<file path="config.mk">
export PLATFORM = sky130hd
export DESIGN_NAME = cdb_arbiter
export DESIGN_NICKNAME = d
export VERILOG_FILES = /design/src/rtl/cdb_arbiter.sv
export SDC_FILE = /design/constraint.sdc
export NUM_CORES = 1
export LEC_CHECK = 0
export ABC_AREA = 1
export ABC_CLOCK_PERIOD_IN_PS = 7600
export BUFFER_PORTS_ARGS = -buffer_cell sky130_fd_sc_hd__buf_2
export CORE_AREA = 4 4 143 145
export CTS_CLUSTER_SIZE = 14
export DETAILED_ROUTE_END_ITERATION = 12
export DIE_AREA = 0 0 147 149
export PLACE_DENSITY_LB_ADDON = 0.12
export SLEW_MARGIN = 30
export SYNTH_ARGS = -nofsm -noshare
export SYNTH_HDL_FRONTEND = slang
export SYNTH_SLANG_ARGS = --single-unit
</file>
<file path="constraint.sdc">
create_clock -name clk_in -period 7.6 [get_ports clk_in]
set_input_delay 0.38 -clock clk_in [delete_from_list [all_inputs] [get_ports clk_in]]
set_output_delay 0.38 -clock clk_in [all_outputs]
set_load 0.005 [all_outputs]
</file>
<file path="src/rtl/cdb_arbiter.sv">
// cdb_arbiter: common data bus arbiter for two result producers (ALU, LSB).
// Each producer feeds its own 2-entry FIFO. At most one FIFO head is granted
// per cycle, and the winner is registered onto the cdb_* outputs.
// Configuration macro CDB_ROUND_ROBIN_EN: when defined, a tie goes to the
// requester that was not granted last. When undefined (the default), the LSB
// wins a tie.
// rdy_in low freezes every register. clear_in (with rdy_in high) flushes both
// FIFOs.

module cdb_fifo2 #(
  parameter int ROB_W  = 5,
  parameter int DATA_W = 32
) (
  input  logic              clk,
  input  logic              rst,
  input  logic              en,
  input  logic              flush,
  input  logic              push,
  input  logic              pop,
  input  logic [ROB_W-1:0]  push_rob_id,
  input  logic [DATA_W-1:0] push_value,
  output logic [ROB_W-1:0]  head_rob_id,
  output logic [DATA_W-1:0] head_value,
  output logic [1:0]        count
);

  logic [ROB_W-1:0]  rob_mem   [2];
  logic [DATA_W-1:0] value_mem [2];
  logic              wr_ptr;
  logic              rd_ptr;

  assign head_rob_id = rob_mem[rd_ptr];
  assign head_value  = value_mem[rd_ptr];

  // Pointer and occupancy tracking. The 1-bit pointers wrap naturally.
  // A simultaneous push and pop leaves the count unchanged, even when full.
  always_ff @(posedge clk) begin
    if (rst) begin
      wr_ptr <= 1'b0;
      rd_ptr <= 1'b0;
      count  <= 2'd0;
    end else if (en) begin
      if (flush) begin
        wr_ptr <= 1'b0;
        rd_ptr <= 1'b0;
        count  <= 2'd0;
      end else begin
        if (push) wr_ptr <= ~wr_ptr;
        if (pop)  rd_ptr <= ~rd_ptr;
        case ({push, pop})
          2'b10:   count <= count + 2'd1;
          2'b01:   count <= count - 2'd1;
          default: count <= count;
        endcase
      end
    end
  end

  // Entry storage. The caller only asserts push when accepting is legal.
  always_ff @(posedge clk) begin
    if (!rst && en && !flush && push) begin
      rob_mem[wr_ptr]   <= push_rob_id;
      value_mem[wr_ptr] <= push_value;
    end
  end

endmodule

module cdb_arbiter #(
  parameter int ROB_W  = 5,
  parameter int DATA_W = 32
) (
  input  logic              clk_in,
  input  logic              rst_in,
  input  logic              rdy_in,
  input  logic              clear_in,
  input  logic              alu_valid,
  input  logic [ROB_W-1:0]  alu_rob_id,
  input  logic [DATA_W-1:0] alu_value,
  output logic              alu_ready,
  input  logic              lsb_valid,
  input  logic [ROB_W-1:0]  lsb_rob_id,
  input  logic [DATA_W-1:0] lsb_value,
  output logic              lsb_ready,
  output logic              cdb_valid,
  output logic [ROB_W-1:0]  cdb_rob_id,
  output logic [DATA_W-1:0] cdb_value,
  output logic              cdb_src
);

  localparam logic SRC_ALU = 1'b0;
  localparam logic SRC_LSB = 1'b1;

  logic              active;
  logic [1:0]        alu_count;
  logic [1:0]        lsb_count;
  logic [ROB_W-1:0]  alu_head_rob_id;
  logic [DATA_W-1:0] alu_head_value;
  logic [ROB_W-1:0]  lsb_head_rob_id;
  logic [DATA_W-1:0] lsb_head_value;
  logic              alu_nonempty;
  logic              lsb_nonempty;
  logic              tie_to_alu;
  logic              grant_alu;
  logic              grant_lsb;
  logic              alu_push;
  logic              lsb_push;
  logic              last_grant;

  // Pushes and grants happen only when not paused and not flushing.
  assign active       = rdy_in && !clear_in;
  assign alu_nonempty = (alu_count != 2'd0);
  assign lsb_nonempty = (lsb_count != 2'd0);

  // Tie-break rule, then a single grant chosen from the FIFO heads.
  always_comb begin
    tie_to_alu = 1'b0;
`ifdef CDB_ROUND_ROBIN_EN
    tie_to_alu = (last_grant == SRC_LSB);
`else
    tie_to_alu = 1'b0;
`endif
    grant_alu = active && alu_nonempty && (!lsb_nonempty || tie_to_alu);
    grant_lsb = active && lsb_nonempty && !grant_alu;
  end

  // A full FIFO still accepts a push when its head is popped in the same cycle.
  always_comb begin
    alu_ready = active && ((alu_count != 2'd2) || grant_alu);
    lsb_ready = active && ((lsb_count != 2'd2) || grant_lsb);
  end

  assign alu_push = alu_valid && alu_ready;
  assign lsb_push = lsb_valid && lsb_ready;

  cdb_fifo2 #(.ROB_W(ROB_W), .DATA_W(DATA_W)) u_alu_fifo (
    .clk         (clk_in),
    .rst         (rst_in),
    .en          (rdy_in),
    .flush       (clear_in),
    .push        (alu_push),
    .pop         (grant_alu),
    .push_rob_id (alu_rob_id),
    .push_value  (alu_value),
    .head_rob_id (alu_head_rob_id),
    .head_value  (alu_head_value),
    .count       (alu_count)
  );

  cdb_fifo2 #(.ROB_W(ROB_W), .DATA_W(DATA_W)) u_lsb_fifo (
    .clk         (clk_in),
    .rst         (rst_in),
    .en          (rdy_in),
    .flush       (clear_in),
    .push        (lsb_push),
    .pop         (grant_lsb),
    .push_rob_id (lsb_rob_id),
    .push_value  (lsb_value),
    .head_rob_id (lsb_head_rob_id),
    .head_value  (lsb_head_value),
    .count       (lsb_count)
  );

  // Remember who won last. This is kept in both builds; only round robin reads it.
  always_ff @(posedge clk_in) begin
    if (rst_in) begin
      last_grant <= SRC_LSB;
    end else if (rdy_in) begin
      last_grant <= (last_grant & ~grant_alu) | grant_lsb;
    end
  end

  // Register the granted head onto the bus. Payload holds when nothing is granted.
  always_ff @(posedge clk_in) begin
    if (rst_in) begin
      cdb_valid  <= 1'b0;
      cdb_rob_id <= '0;
      cdb_value  <= '0;
      cdb_src    <= SRC_ALU;
    end else if (rdy_in) begin
      if (grant_alu) begin
        cdb_valid  <= 1'b1;
        cdb_rob_id <= alu_head_rob_id;
        cdb_value  <= alu_head_value;
        cdb_src    <= SRC_ALU;
      end else if (grant_lsb) begin
        cdb_valid  <= 1'b1;
        cdb_rob_id <= lsb_head_rob_id;
        cdb_value  <= lsb_head_value;
        cdb_src    <= SRC_LSB;
      end else begin
        cdb_valid  <= 1'b0;
      end
    end
  end

endmodule

</file>
Yosys cells after proc, flatten, opt, wreduce, memory -nomap -nowiden
Memory sizes are Yosys's and may differ from the RTL's. A register that Yosys moved wholly into a read port is not among the register bits.
Cells that the tools add are included.
{ "word_totals": {"out_inout_bits": 41, "elab_cells": 95, "ram_bits": 148, "register_bits": 47, "inputBits": 80, "memories": 4} }
{ "op_classes": {"eq_ne": 6, "reduce_logical": 35, "n_mux": 32, "bitwise_logic": 4, "addsub": 4} }
{ "mem_list": {"columns": ["memory", "depth", "width", "read_ports", "rd_ports_with_merged_regs", "wr", "line", "source"], "rows": [
  ["u_alu_fifo.value_mem", 2, 32, 1, 1, 1, "28", "logic [DATA_W-1:0] value_mem [2];"],
  ["u_lsb_fifo.value_mem", 2, 32, 1, 1, 1, "28", null],
  ["u_alu_fifo.rob_mem", 2, 5, 1, 1, 1, "27", "logic [ROB_W-1:0] rob_mem [2];"],
  ["u_lsb_fifo.rob_mem", 2, 5, 1, 1, 1, "27", null]
]} }
{ "op_table": {"columns": ["cell", "count"], "rows": [
  ["$mux W32", 2],
  ["$mux W1", 24],
  ["$reduce_and A2 Y1", 7],
  ["$reduce_bool A2 Y1", 7],
  ["$logic_and A1 B1 Y1", 13],
  ["$mux W5", 2],
  ["$pmux W2 S2", 2],
  ["$reduce_bool A3 Y1", 2],
  ["$add A2 B1 Y2 const B", 2],
  ["$eq A2 B1 Y1 const B", 2],
  ["$eq A2 B2 Y1 const B", 2],
  ["$logic_not A1 Y1", 4],
  ["$mux W2", 2],
  ["$ne A2 B2 Y1 const B", 2],
  ["$not A1 Y1", 4],
  ["$sub A2 B1 Y2 const B", 2],
  ["$logic_or A1 B1 Y1", 2]
]} }

Longest topological paths before layout
Gate-level depths: netlist (run 1).
{ "depth": {"depth_word": 12, "ltp_mapped": 11, "ltp_nobuf": 10} }

Hierarchy
Synthesis (run 1) repeated with hierarchy kept, for this count alone.
{ "unflattened": {"cells_unflattened": 700, "hier_area_um2": 8508.2} }
{ "modules_own_cells": {"columns": ["module", "n_inst", "cells_per_inst", "area_per_inst_um2", "seq_area_each_um2"], "rows": [
  ["cdb_fifo2", 2, 157, 3086.7, 2322.2],
  ["cdb_arbiter", 1, 386, 2334.7, 780.7]
]} }

Worst setup path after synthesis (run 1)
OpenSTA, ideal clock, no wires.
{ "synth_timing": {"kind": "input port to flip-flop", "start": "input rst_in", "end": "memory u_lsb_fifo.rob_mem[1][0] (enable)", "path_stages": 2, "path_buffers": 1, "arrival_time_ns": 4.185, "setup_ns": 0.524, "setup_slack_ns": 2.892, "required_time_ns": 7.076, "cell_sequence": "clkbuf_1 -> nor4_1"} }
{ "synth_via": {"elab_chain_len": 6} }
{ "synth_lines": {"columns": ["element", "line", "source"], "rows": [
  ["from (decl)", "74", "input logic rst_in,"],
  ["$logic_not A1 Y1", "61", "if (!rst && en && !flush && push) begin"],
  ["$logic_and A1 B1 Y1 (3 in series)", "61", null],
  ["$mux W1", "61", null],
  ["$mux W1 (not written as such)", "62", "rob_mem[wr_ptr] <= push_rob_id;"],
  ["to (decl)", "27", null]
]} }
Every way passes these cells.

==> qor.csv, run 1 <==
stage;metric;value;unit
sta;fin crit period;2250;ps
synthesis;sequential share of the synthesized area;71.7;%
setup_path;Critical Path Source Type;flip-flop;
synthesis;Synth cell types;26;
sta;slew margin rel.;39.4;%
place;GP Congestion;0.783;
sta;Slew @ Worst Pin;908;ps
synthesis;post-synthesis cell area;0.00757;sq mm
place;post-DP HPWL;10.9;mm
floorplan;Core ar.;0.0192;sq mm
route;Residual DRC;0;
setup_path;Crit Path Category;flip-flop to flip-flop;
sta;Fmax;445;MHz
place;PortBufs;120;
sta;Final Slew Violations;0;
floorplan;die area;0.0219;sq mm
cts;root buf cell;clkbuf_16;
setup_path;FF-to-FF setup slack;5350;ps
cts;setup bufs post-CTS;0;
power_and_ir_drop;worst vdd ir;0.146;mV
setup_path;end point of the critical path;cdb_value[6];
cts;Resized cells post-CTS;0;
global_routing;GR Overflow Total;0;
cts;CTS buffer count;17;
sta;RSZ-0062 raised after global routing;false;
power_and_ir_drop;PwrDens;246;mW/mm^2
final_layout;Final #Nets;858;
cts;Clock transition at path regs;70;ps
synthesis;synthesized instance count;668;
global_routing;vias in the first global route;5195;
sta;Final Hold Viols;0;
cts;clk_lat worst skew;420;ps
cts;hold_buf cts;0;
min_path;HP Class;input port to flip-flop;
job;Max-cap violations;0;
synthesis;syn avg cell area;11.3;sq um
setup_path;R2R cell count;7;
power_and_ir_drop;Tot Pwr;2.20;mW
synthesis;Yosys warnings;0;
outcome;status;finished, final reports clean;
route;first-iteration detailed-routing DRC count;265;
setup_path;Crit path required time;7910;ps
route;post-route ant nets;0;
cts;Max clock buf depth;2;
global_routing;initial antenna violation count;0;
floorplan;I/O pin total;121;
cts;Sink Count;197;
route;total iterations of the first detailed-routing run;4;
setup_path;Worst EP arrival;2560;ps
global_routing;first-pass GRT wire length;27.9;mm
floorplan;initial core utilization;39.4;%
sta;Fin Setup TNS;0;ps
synthesis;syn nets;748;
final_layout;FILL cells;1788;
floorplan;Die W;147;um
setup_path;Critical R2R Capture;cdb_value[6];
power_and_ir_drop;Pleak;3.62;nW
floorplan;Die H;149;um
floorplan;FP Rows;51;
final_layout;synthesis-to-layout area growth;18.0;%
global_routing;GRT Resource Usage Total;16.6;%
cts;CTS tree;done;
route;routed wire length;17.9;mm
sta;Post-Route Skew;10.3;ps
route;drt wl/cell;16.9;um
final_layout;layout cells sized above 1;21.5;%
sta;period utilization;29.6;%
setup_path;critical path endpoint category;flip-flop;
setup_path;Worst Path Max Fanout;38;
route;Vias per Instance;4.80;
global_routing;pin count of the biggest net entering global routing;63;
cts;H-tree levels;4;
synthesis;Yosys reg bits;197;
sta;final setup vio count;0;
route;vias;5073;
==> cells in the final DEF, fill, tap and decap left out, types with 2 or more instances in the layout <==
cell type     n
nand2_1     207
edfxtp_1    148
buf_2       120
nand3_1      54
dfxtp_1      47
inv_1        34
nor2_1       31
a21oi_1      23
a31oi_1      23
o21ai_1      23
o21bai_1     22
clkbuf_16    17
inv_2         6
clkinv_2      6
buf_4         5
o21ai_0       4
clkbuf_1      4
nor2_4        2
nor3_2        2
dfxtp_2       2
bufinv_16     2
clkinvlp_4    2
==> flip-flops by register name, indices dropped and copies added, names as in the netlist, 2 cells and up, named ones only <==
signal / count
u_alu_fifo.count: 2
cdb_rob_id: 5
u_alu_fifo.value_mem: 64
u_alu_fifo.rob_mem: 10
cdb_value: 32
u_lsb_fifo.count: 2
u_lsb_fifo.value_mem: 64
u_lsb_fifo.rob_mem: 10
==> area by class of cell <==
class                   instances  area, sq um  area share, %
clock inverters                11          114           1.27
flip-flops and latches        197         5430           60.7
clock buffers                  21          440           4.93
repair buffers                125          638           7.14
diodes                          1         2.50         0.0280
well taps                     265          332           3.71
inverters                      41          156           1.75
multi-input cells             396         1830           20.4
==> per-layer routing <==
| layer | wire (um) | global-route usage [%] | part of all wire (%) |
|---|---|---|---|
| met5 | 0 | 0 | 0 |
| met3 | 841 | 4.07 | 4.7 |
| met2 | 8680 | 27.7 | 49 |
| met4 | 257 | 4.89 | 1.4 |
| met1 | 8090 | 21.6 | 45 |
==> worst min-delay path by stage <==
stage,start,endpoint,cells past startpoint
floorplan,u_alu_fifo.rd_ptr,flip-flop,1
global placement,u_alu_fifo.rd_ptr,flip-flop,1
detailed placement,u_alu_fifo.rd_ptr,flip-flop,1
CTS,alu_value[24],u_alu_fifo.value_mem[0][24],1
global route,alu_value[24],u_alu_fifo.value_mem[0][24],1
finish,alu_value[23],u_alu_fifo.value_mem[1][23],1
==> power breakdown <==
part	internal (mW)	switching [mW]	total, mW	leakage [nW]
Clock	0.482	0.370	0.852	0.271
Combinational	0.0552	0.0896	0.145	1.61
Sequential	1.18	0.0205	1.20	1.74
Total	1.72	0.480	2.20	3.62
==> cells in the mapped netlist, drive strengths merged <==
cell type  instances  area share (%)
a21oi             23             1.5
edfxtp           148              59
clkbuf            20             1.0
nor3               2            0.13
o21bai            22             2.2
nand4              1           0.083
buf               14             1.5
dfxtp             49              13
nand3             55             3.7
o21ai             27             1.8
nor4               1           0.083
nor2              34             2.0
inv               41             2.1
a31oi             23             1.9
nand2            208              10
==> critical path, stage by stage, from the launching register on <==
cell      delay (ps)
dfxtp_2          900
inv_2            580
nand2_1          180
nand2_1           60
nor2_1           120
a31oi_1           60
o21bai_1         170
inv_1             50
==> per-stage QoR <==
| step | cells | setup WS [ps] | cell area [sq um] | hold slack, ps | utilization (%) |
|---|---|---|---|---|---|
| global placement | 1024 | 5300 | 8380 | 429 | 43.6 |
| finish | 1057 | 5350 | 8940 | 141 | 46.5 |
| detailed placement | 1024 | 5210 | 8380 | 434 | 43.6 |
| global route | 1056 | 5110 | 8930 | 116 | 46.5 |
| CTS | 1056 | 5290 | 8930 | 117 | 46.5 |
| floorplan | 668 | 2890 | 7570 | 423 | - |
==> kinds of logic after synthesis <==
logic type             count (synthesis)  share of synthesized area (%)
buffers and inverters                 75                           4.54
AOI/OAI and AO/OA                     95                           7.39
DFF                                  197                           71.7
and+or+nand+nor                      301                           16.4
Power figures use the tool's default switching activity.
==> run 2: changes to the inputs <==
ABC_CLOCK_PERIOD_IN_PS = 2200   (was 7600)
clock period = 2.2 ns   (was 7.6 ns; I/O delays follow)
==> qor.csv, run 2 (synthesis results as in run 1) <==
stage;metric;value;unit;change
sta;Fmax;524;MHz;
route;vias;5413;;was 5073
sta;Post-Route Skew;11.3;ps;was 10.3 ps
cts;CTS buffer count;17;;unchanged
floorplan;die area;0.0219;sq mm;unchanged
floorplan;Die W;147;um;unchanged
setup_path;Worst EP arrival;2010;ps;was 2560 ps
cts;setup bufs post-CTS;0;;unchanged
place;PortBufs;120;;unchanged
sta;Final Hold Viols;0;;unchanged
sta;RSZ-0062 raised after global routing;false;;unchanged
sta;Slew @ Worst Pin;800;ps;was 908 ps
min_path;HP Class;input port to flip-flop;;unchanged
sta;period utilization;86.7;%;
route;post-route ant nets;0;;unchanged
route;top sig layer;met4;;unchanged
final_layout;synthesis-to-layout area growth;30.1;%;was 18.0%
route;metal2 WL;9.09;mm;was 8.68 mm
cts;Clock transition at path regs;80;ps;was 70 ps
setup_path;Critical Path Source Type;input port;;was flip-flop
job;Max-cap violations;0;;unchanged
final_layout;layout cells sized above 1;20.9;%;was 21.5%
cts;Sink Count;197;;unchanged
outcome;status;finished, final reports clean;;unchanged
sta;fin crit period;1910;ps;
global_routing;first-pass GRT wire length;28.8;mm;was 27.9 mm
setup_path;critical path endpoint category;flip-flop;;unchanged
power_and_ir_drop;Pleak;4.02;nW;was 3.62 nW
power_and_ir_drop;PwrDens;804;mW/mm^2;was 246 mW/mm^2
route;total iterations of the first detailed-routing run;4;;unchanged
floorplan;Core ar.;0.0192;sq mm;unchanged
route;met3 wire len;934;um;was 841 um
final_layout;Ant. Diodes;0;;was 1
setup_path;CP Buf/Inv Count;4;;was 2
floorplan;Die H;149;um;unchanged
setup_path;Crit Path Category;input port to flip-flop;;was flip-flop to flip-flop
route;Residual DRC;0;;unchanged
route;Vias per Instance;4.74;;was 4.80
final_layout;largest registers;u_alu_fifo.value_mem: 64 flops, u_lsb_fifo.value_mem: 64 flops, cdb_value: 32 flops;;unchanged
sta;Fin Setup TNS;0;ps;unchanged
final_layout;commonest non-fill, non-tap cell in the layout;nand2_1;;unchanged
route;drt wl/cell;16.2;um;was 16.9 um
final_layout;most frequent cells in the layout;nand2_1 (207), edfxtp_1 (148), buf_2 (120);;unchanged
global_routing;GRT Resource Usage Total;17.1;%;was 16.6%
place;GP Congestion;0.797;;was 0.783
global_routing;pin count of the biggest net entering global routing;38;;was 63
place;post-DP HPWL;11.4;mm;was 10.9 mm
cts;Max clock buf depth;2;;unchanged
route;routed wire length;18.4;mm;was 17.9 mm
cts;clk_lat worst skew;430;ps;was 420 ps
setup_path;Slowest cell on crit path;dlygate4sd3_1;;was dfxtp_2
sta;final setup vio count;0;;unchanged
setup_path;critical path, cell by cell;dlygate4sd3_1 > buf_2 > inv_2 > nor2_8 > nand3_1 > nor3_4 > buf_4;;was inv_2 > nand2_1 > nand2_1 > nor2_1 > a31oi_1 > o21bai_1 > inv_1
global_routing;vias in the first global route;5363;;was 5195
cts;CTS tree;done;;unchanged
setup_path;delay-heaviest family, CP;buffers and inverters;;was flip-flops
final_layout;Final #Nets;943;;was 858
global_routing;initial antenna violation count;0;;unchanged
setup_path;Worst Path Max Fanout;19;;was 38
sta;slew margin rel.;46.6;%;was 39.4%
sta;final hold slack;74.2;ps;was 141 ps
global_routing;GR Overflow Total;0;;unchanged
route;first-iteration detailed-routing DRC count;242;;was 265
sta;Final Slew Violations;0;;unchanged
route;met1 WL;8.23;mm;was 8.09 mm
cts;root buf cell;clkbuf_16;;unchanged
setup_path;max incr delay on CP;520;ps;was 900 ps
cts;H-tree levels;4;;unchanged
floorplan;FP Rows;51;;unchanged
power_and_ir_drop;worst vdd ir;0.483;mV;was 0.146 mV
floorplan;I/O pin total;121;;unchanged
setup_path;Crit path required time;2300;ps;was 7910 ps
floorplan;initial core utilization;39.4;%;unchanged
run 2: cell types whose count changed in the layout (fill, tap and decap cells not counted), moves of 2 or more:
cell	previous run	this run
nor3_4	0	2
clkinv_2	6	0
clkbuf_16	17	19
clkinv_4	0	4
nor3_2	2	0
clkbuf_1	4	1
buf_4	5	14
dlygate4sd3_1	0	75
inv_8	0	3
run 2: worst paths after layout:
path                            depth (start not counted)  slack, ps                          end                 from
worst max-delay path                                    7        290  u_alu_fifo.value_mem[0][11]               rdy_in
worst min-delay path                                    3         70            u_lsb_fifo.wr_ptr            lsb_valid
worst max register to register                          6        430  u_alu_fifo.value_mem[0][11]  u_lsb_fifo.count[0]
worst min register to register                          1        450                    flip-flop    u_alu_fifo.rd_ptr
run 2: power breakdown:
group          total [mW]  switching (mW)  internal (mW)
clock                3.15            1.41           1.74
combinational       0.646           0.358          0.288
sequential           4.13          0.0471           4.08
total                7.92            1.81           6.11
run 2: metal layers:
layer | up-vias | global-route usage [%]
met5 | - | 0
met4 | 0 | 4.05
met3 | 15 | 3.98
met2 | 127 | 28.8
met1 | 2592 | 22.7
li1 | 2679 | -
run 2: through the flow:
step	cells	total power [mW]	setup WS [ps]	util, %	area, sq um
2_1_floorplan	668	4.51	-388	-	7600
3_3_place_gp	1034	4.75	469	44.2	8490
3_5_place_dp	1034	4.76	386	44.2	8490
4_1_cts	1141	8.00	302	51.3	9850
5_1_grt	1141	8.23	194	51.3	9850
6_report	1141	7.92	293	51.3	9850
run 2: worst reg2reg max path, cell delays in order (launching register included):
cell     delay, ps
dfxtp_1        330
inv_1           90
nand2_1         60
nand2_1         60
nand3_1        310
nor3_4         250
buf_4          340
run 2: final cells by class:
class	instances	area [sq um]
clock inverter	12	130
timing repair buffer	210	1480
clock buffer	20	479
sequential	197	5430
tap	265	332
inverter	41	156
multi-input combinational	396	1850
fill	1721	9360
run 2: repair_timing:
item	CTS	global route
gates resized for setup	0	0
hold endpoints to repair	150	0
hold buffers	75	0
==> run 3: changes to the inputs <==
PLACE_DENSITY_LB_ADDON = 0.1   (was 0.12)
==> qor.csv, run 3 (synthesis results as in run 1) <==
stage;metric;value;unit;change
outcome;status;finished, final reports clean;;unchanged
route;total iterations of the first detailed-routing run;5;;was 4
sta;period utilization;76.7;%;was 86.7%
cts;clk_lat worst skew;430;ps;about the same
global_routing;vias in the first global route;5346;;was 5363
setup_path;Worst Path Max Fanout;26;;was 19
route;Residual DRC;0;;unchanged
cts;CTS buffer count;17;;unchanged
setup_path;CP Buf/Inv Count;3;;was 4
cts;Max clock buf depth;2;;unchanged
final_layout;FILL cells;1707;;was 1721
setup_path;Crit Reg-Reg Startpoint;u_lsb_fifo.count[0];;unchanged
final_layout;utilization after layout;51.2;%;was 51.3%
setup_path;critical path endpoint category;flip-flop;;unchanged
power_and_ir_drop;logic gate share of total power;8.5;%;was 8.2%
sta;final hold slack;24.6;ps;was 74.2 ps
job;Max-cap violations;0;;unchanged
setup_path;delay-heaviest family, CP;buffers and inverters;;unchanged
sta;final setup vio count;0;;unchanged
power_and_ir_drop;Int Power;5.95;mW;was 6.11 mW
cts;setup bufs post-CTS;0;;unchanged
floorplan;FP Rows;51;;unchanged
setup_path;critical path, cell by cell;nor2_1 > nor2_4 > inv_2 > nand2_4 > inv_2 > buf_12 > nand2_1 > a21oi_1;;was dlygate4sd3_1 > buf_2 > inv_2 > nor2_8 > nand3_1 > nor3_4 > buf_4
sta;fin crit period;1690;ps;was 1910 ps
cts;Clock transition at path regs;70;ps;was 80 ps
route;routed wire length;18.4;mm;about the same
setup_path;Worst EP arrival;2050;ps;was 2010 ps
final_layout;Ant. Diodes;0;;unchanged
min_path;Hold Path Stages;2;;was 3
floorplan;die area;0.0219;sq mm;unchanged
global_routing;initial antenna violation count;0;;unchanged
global_routing;pin count of the biggest net entering global routing;39;;was 38
route;drt wl/cell;16.1;um;was 16.2 um
final_layout;synthesis-to-layout area growth;29.8;%;was 30.1%
sta;Final Hold Viols;0;;unchanged
cts;root buf cell;clkbuf_16;;unchanged
sta;Final Slew Violations;0;;unchanged
final_layout;commonest non-fill, non-tap cell in the layout;nand2_1;;unchanged
setup_path;Crit path required time;2560;ps;was 2300 ps
min_path;HP Class;input port to flip-flop;;unchanged
power_and_ir_drop;Clock power frac;38.1;%;was 39.7%
route;Vias per Instance;4.66;;was 4.74
floorplan;Die H;149;um;unchanged
floorplan;initial core utilization;39.4;%;unchanged
final_layout;most frequent cells in the layout;nand2_1 (207), edfxtp_1 (148), buf_2 (120);;unchanged
setup_path;Critical Path Source Type;flip-flop;;was input port
power_and_ir_drop;Sw Ratio;23.1;%;was 22.9%
setup_path;FF-to-FF setup slack;510;ps;was 430 ps
place;GP Congestion;0.837;;was 0.797
sta;Fmax;592;MHz;was 524 MHz
power_and_ir_drop;worst vdd ir;0.579;mV;was 0.483 mV
sta;Slew @ Worst Pin;772;ps;was 800 ps
final_layout;layout cells sized above 1;21.0;%;was 20.9%
global_routing;GRT Resource Usage Total;17.1;%;about the same
floorplan;I/O pin total;121;;unchanged
setup_path;cell mode on critical path;inv_2;;
route;post-route ant nets;0;;unchanged
route;first-iteration detailed-routing DRC count;308;;was 242
min_path;min-delay src;rdy_in;;was lsb_valid
final_layout;area of the multi-input gates;0.00185;sq mm;unchanged
power_and_ir_drop;Pleak;4.00;nW;was 4.02 nW
power_and_ir_drop;Flop pwr share;53.4;%;was 52.1%
final_layout;Reg area;0.00543;sq mm;unchanged
route;vias;5322;;was 5413
cts;H-tree levels;4;;unchanged
power_and_ir_drop;PwrDens;787;mW/mm^2;was 804 mW/mm^2
global_routing;GR Overflow Total;0;;unchanged
power_and_ir_drop;Sw Pwr;1.78;mW;was 1.81 mW
setup_path;Critical R2R Capture;cdb_value[27];;was u_alu_fifo.value_mem[0][11]
final_layout;Final #Nets;944;;was 943
setup_path;R2R cell count;8;;was 6
global_routing;first-pass GRT wire length;28.5;mm;was 28.8 mm
setup_path;max incr delay on CP;330;ps;was 520 ps
floorplan;Core ar.;0.0192;sq mm;unchanged
sta;RSZ-0062 raised after global routing;false;;unchanged
place;PortBufs;120;;unchanged
setup_path;Slowest cell on crit path;dfxtp_1;;was dlygate4sd3_1
final_layout;largest registers;u_alu_fifo.value_mem: 64 flops, u_lsb_fifo.value_mem: 64 flops, cdb_value: 32 flops;;unchanged
cts;Sink Count;197;;unchanged
floorplan;Die W;147;um;unchanged
sta;slew margin rel.;48.4;%;was 46.6%
sta;Post-Route Skew;9.01;ps;was 11.3 ps
cts;CTS tree;done;;unchanged
setup_path;Crit Path Category;flip-flop to flip-flop;;was input port to flip-flop
place;post-DP HPWL;11.7;mm;was 11.4 mm
## run 3: changes by cell type in the layout (fill, tap and decap cells not counted), sizes merged
cell	before	now
buf	135	137
clkinv	4	7
clkinvlp	1	3
inv	47	44
clkbuf	20	18
dlygate4sd3	75	74
## run 3: area by class of cell
class / instances / share of cell area, %
Inverter: 41 / 1.59
Tap cell: 265 / 3.37
Clock buffer: 18 / 4.37
Clock inverter: 14 / 1.32
Multi-Input combinational cell: 396 / 18.8
Sequential cell: 197 / 55.2
Timing Repair Buffer: 211 / 15.3
## run 3: per-stage QoR
step / power, mW / std cells / area [sq um] / setup WS, ps / TNS [ps]
floorplan: 4.51 / 668 / 7600 / -388 / -28680
global placement: 4.76 / 1036 / 8530 / 561 / 0
detailed placement: 4.77 / 1036 / 8530 / 498 / 0
CTS: 7.80 / 1142 / 9830 / 505 / 0
global route: 8.03 / 1142 / 9830 / 295 / 0
finish: 7.73 / 1142 / 9830 / 512 / 0
## run 3: per-layer routing
layer	wire [um]	part of all wire, %	global-route usage (%)	vias to the layer above
li1	-	-	-	2675
met1	8160	44	21.7	2504
met2	9170	50	29.7	125
met3	895	4.9	3.46	18
met4	211	1.1	5.31	0
met5	0	0	0	-
## run 3: repair_timing
action,CTS,global route
hold buffers,74,0
gates resized for setup,0,0
hold endpoints to repair,148,0
## run 3: power by group through the flow
stage / Combinational, mW / Sequential [mW] / Clock [mW]
after global placement: 0.545 / 4.21 / 0
after detailed placement: 0.558 / 4.21 / 0
after CTS: 0.662 / 4.13 / 3.00
after global routing: 0.732 / 4.14 / 3.16
final: 0.655 / 4.13 / 2.95
after floorplan: 0.305 / 4.21 / 0
## run 3: worst register-to-register path, delay by kind of cell (launching register included)
family	cells	cell delay, ps
flops	1	330
compound gates	1	150
simple gates	4	580
buf+inv	3	560
## run 3: how the worst max path moves through the flow
stage,from,end,slack [ps],depth (start not counted)
floorplan,u_lsb_fifo.count[0],u_alu_fifo.rob_mem[0][0],-390,5
global placement,u_lsb_fifo.count[0],cdb_rob_id[0],560,8
detailed placement,rdy_in,u_alu_fifo.value_mem[0][0],500,6
CTS,u_lsb_fifo.count[0],cdb_value[27],510,8
global route,u_lsb_fifo.count[0],u_alu_fifo.count[1],300,9
finish,u_lsb_fifo.count[0],cdb_value[27],510,8
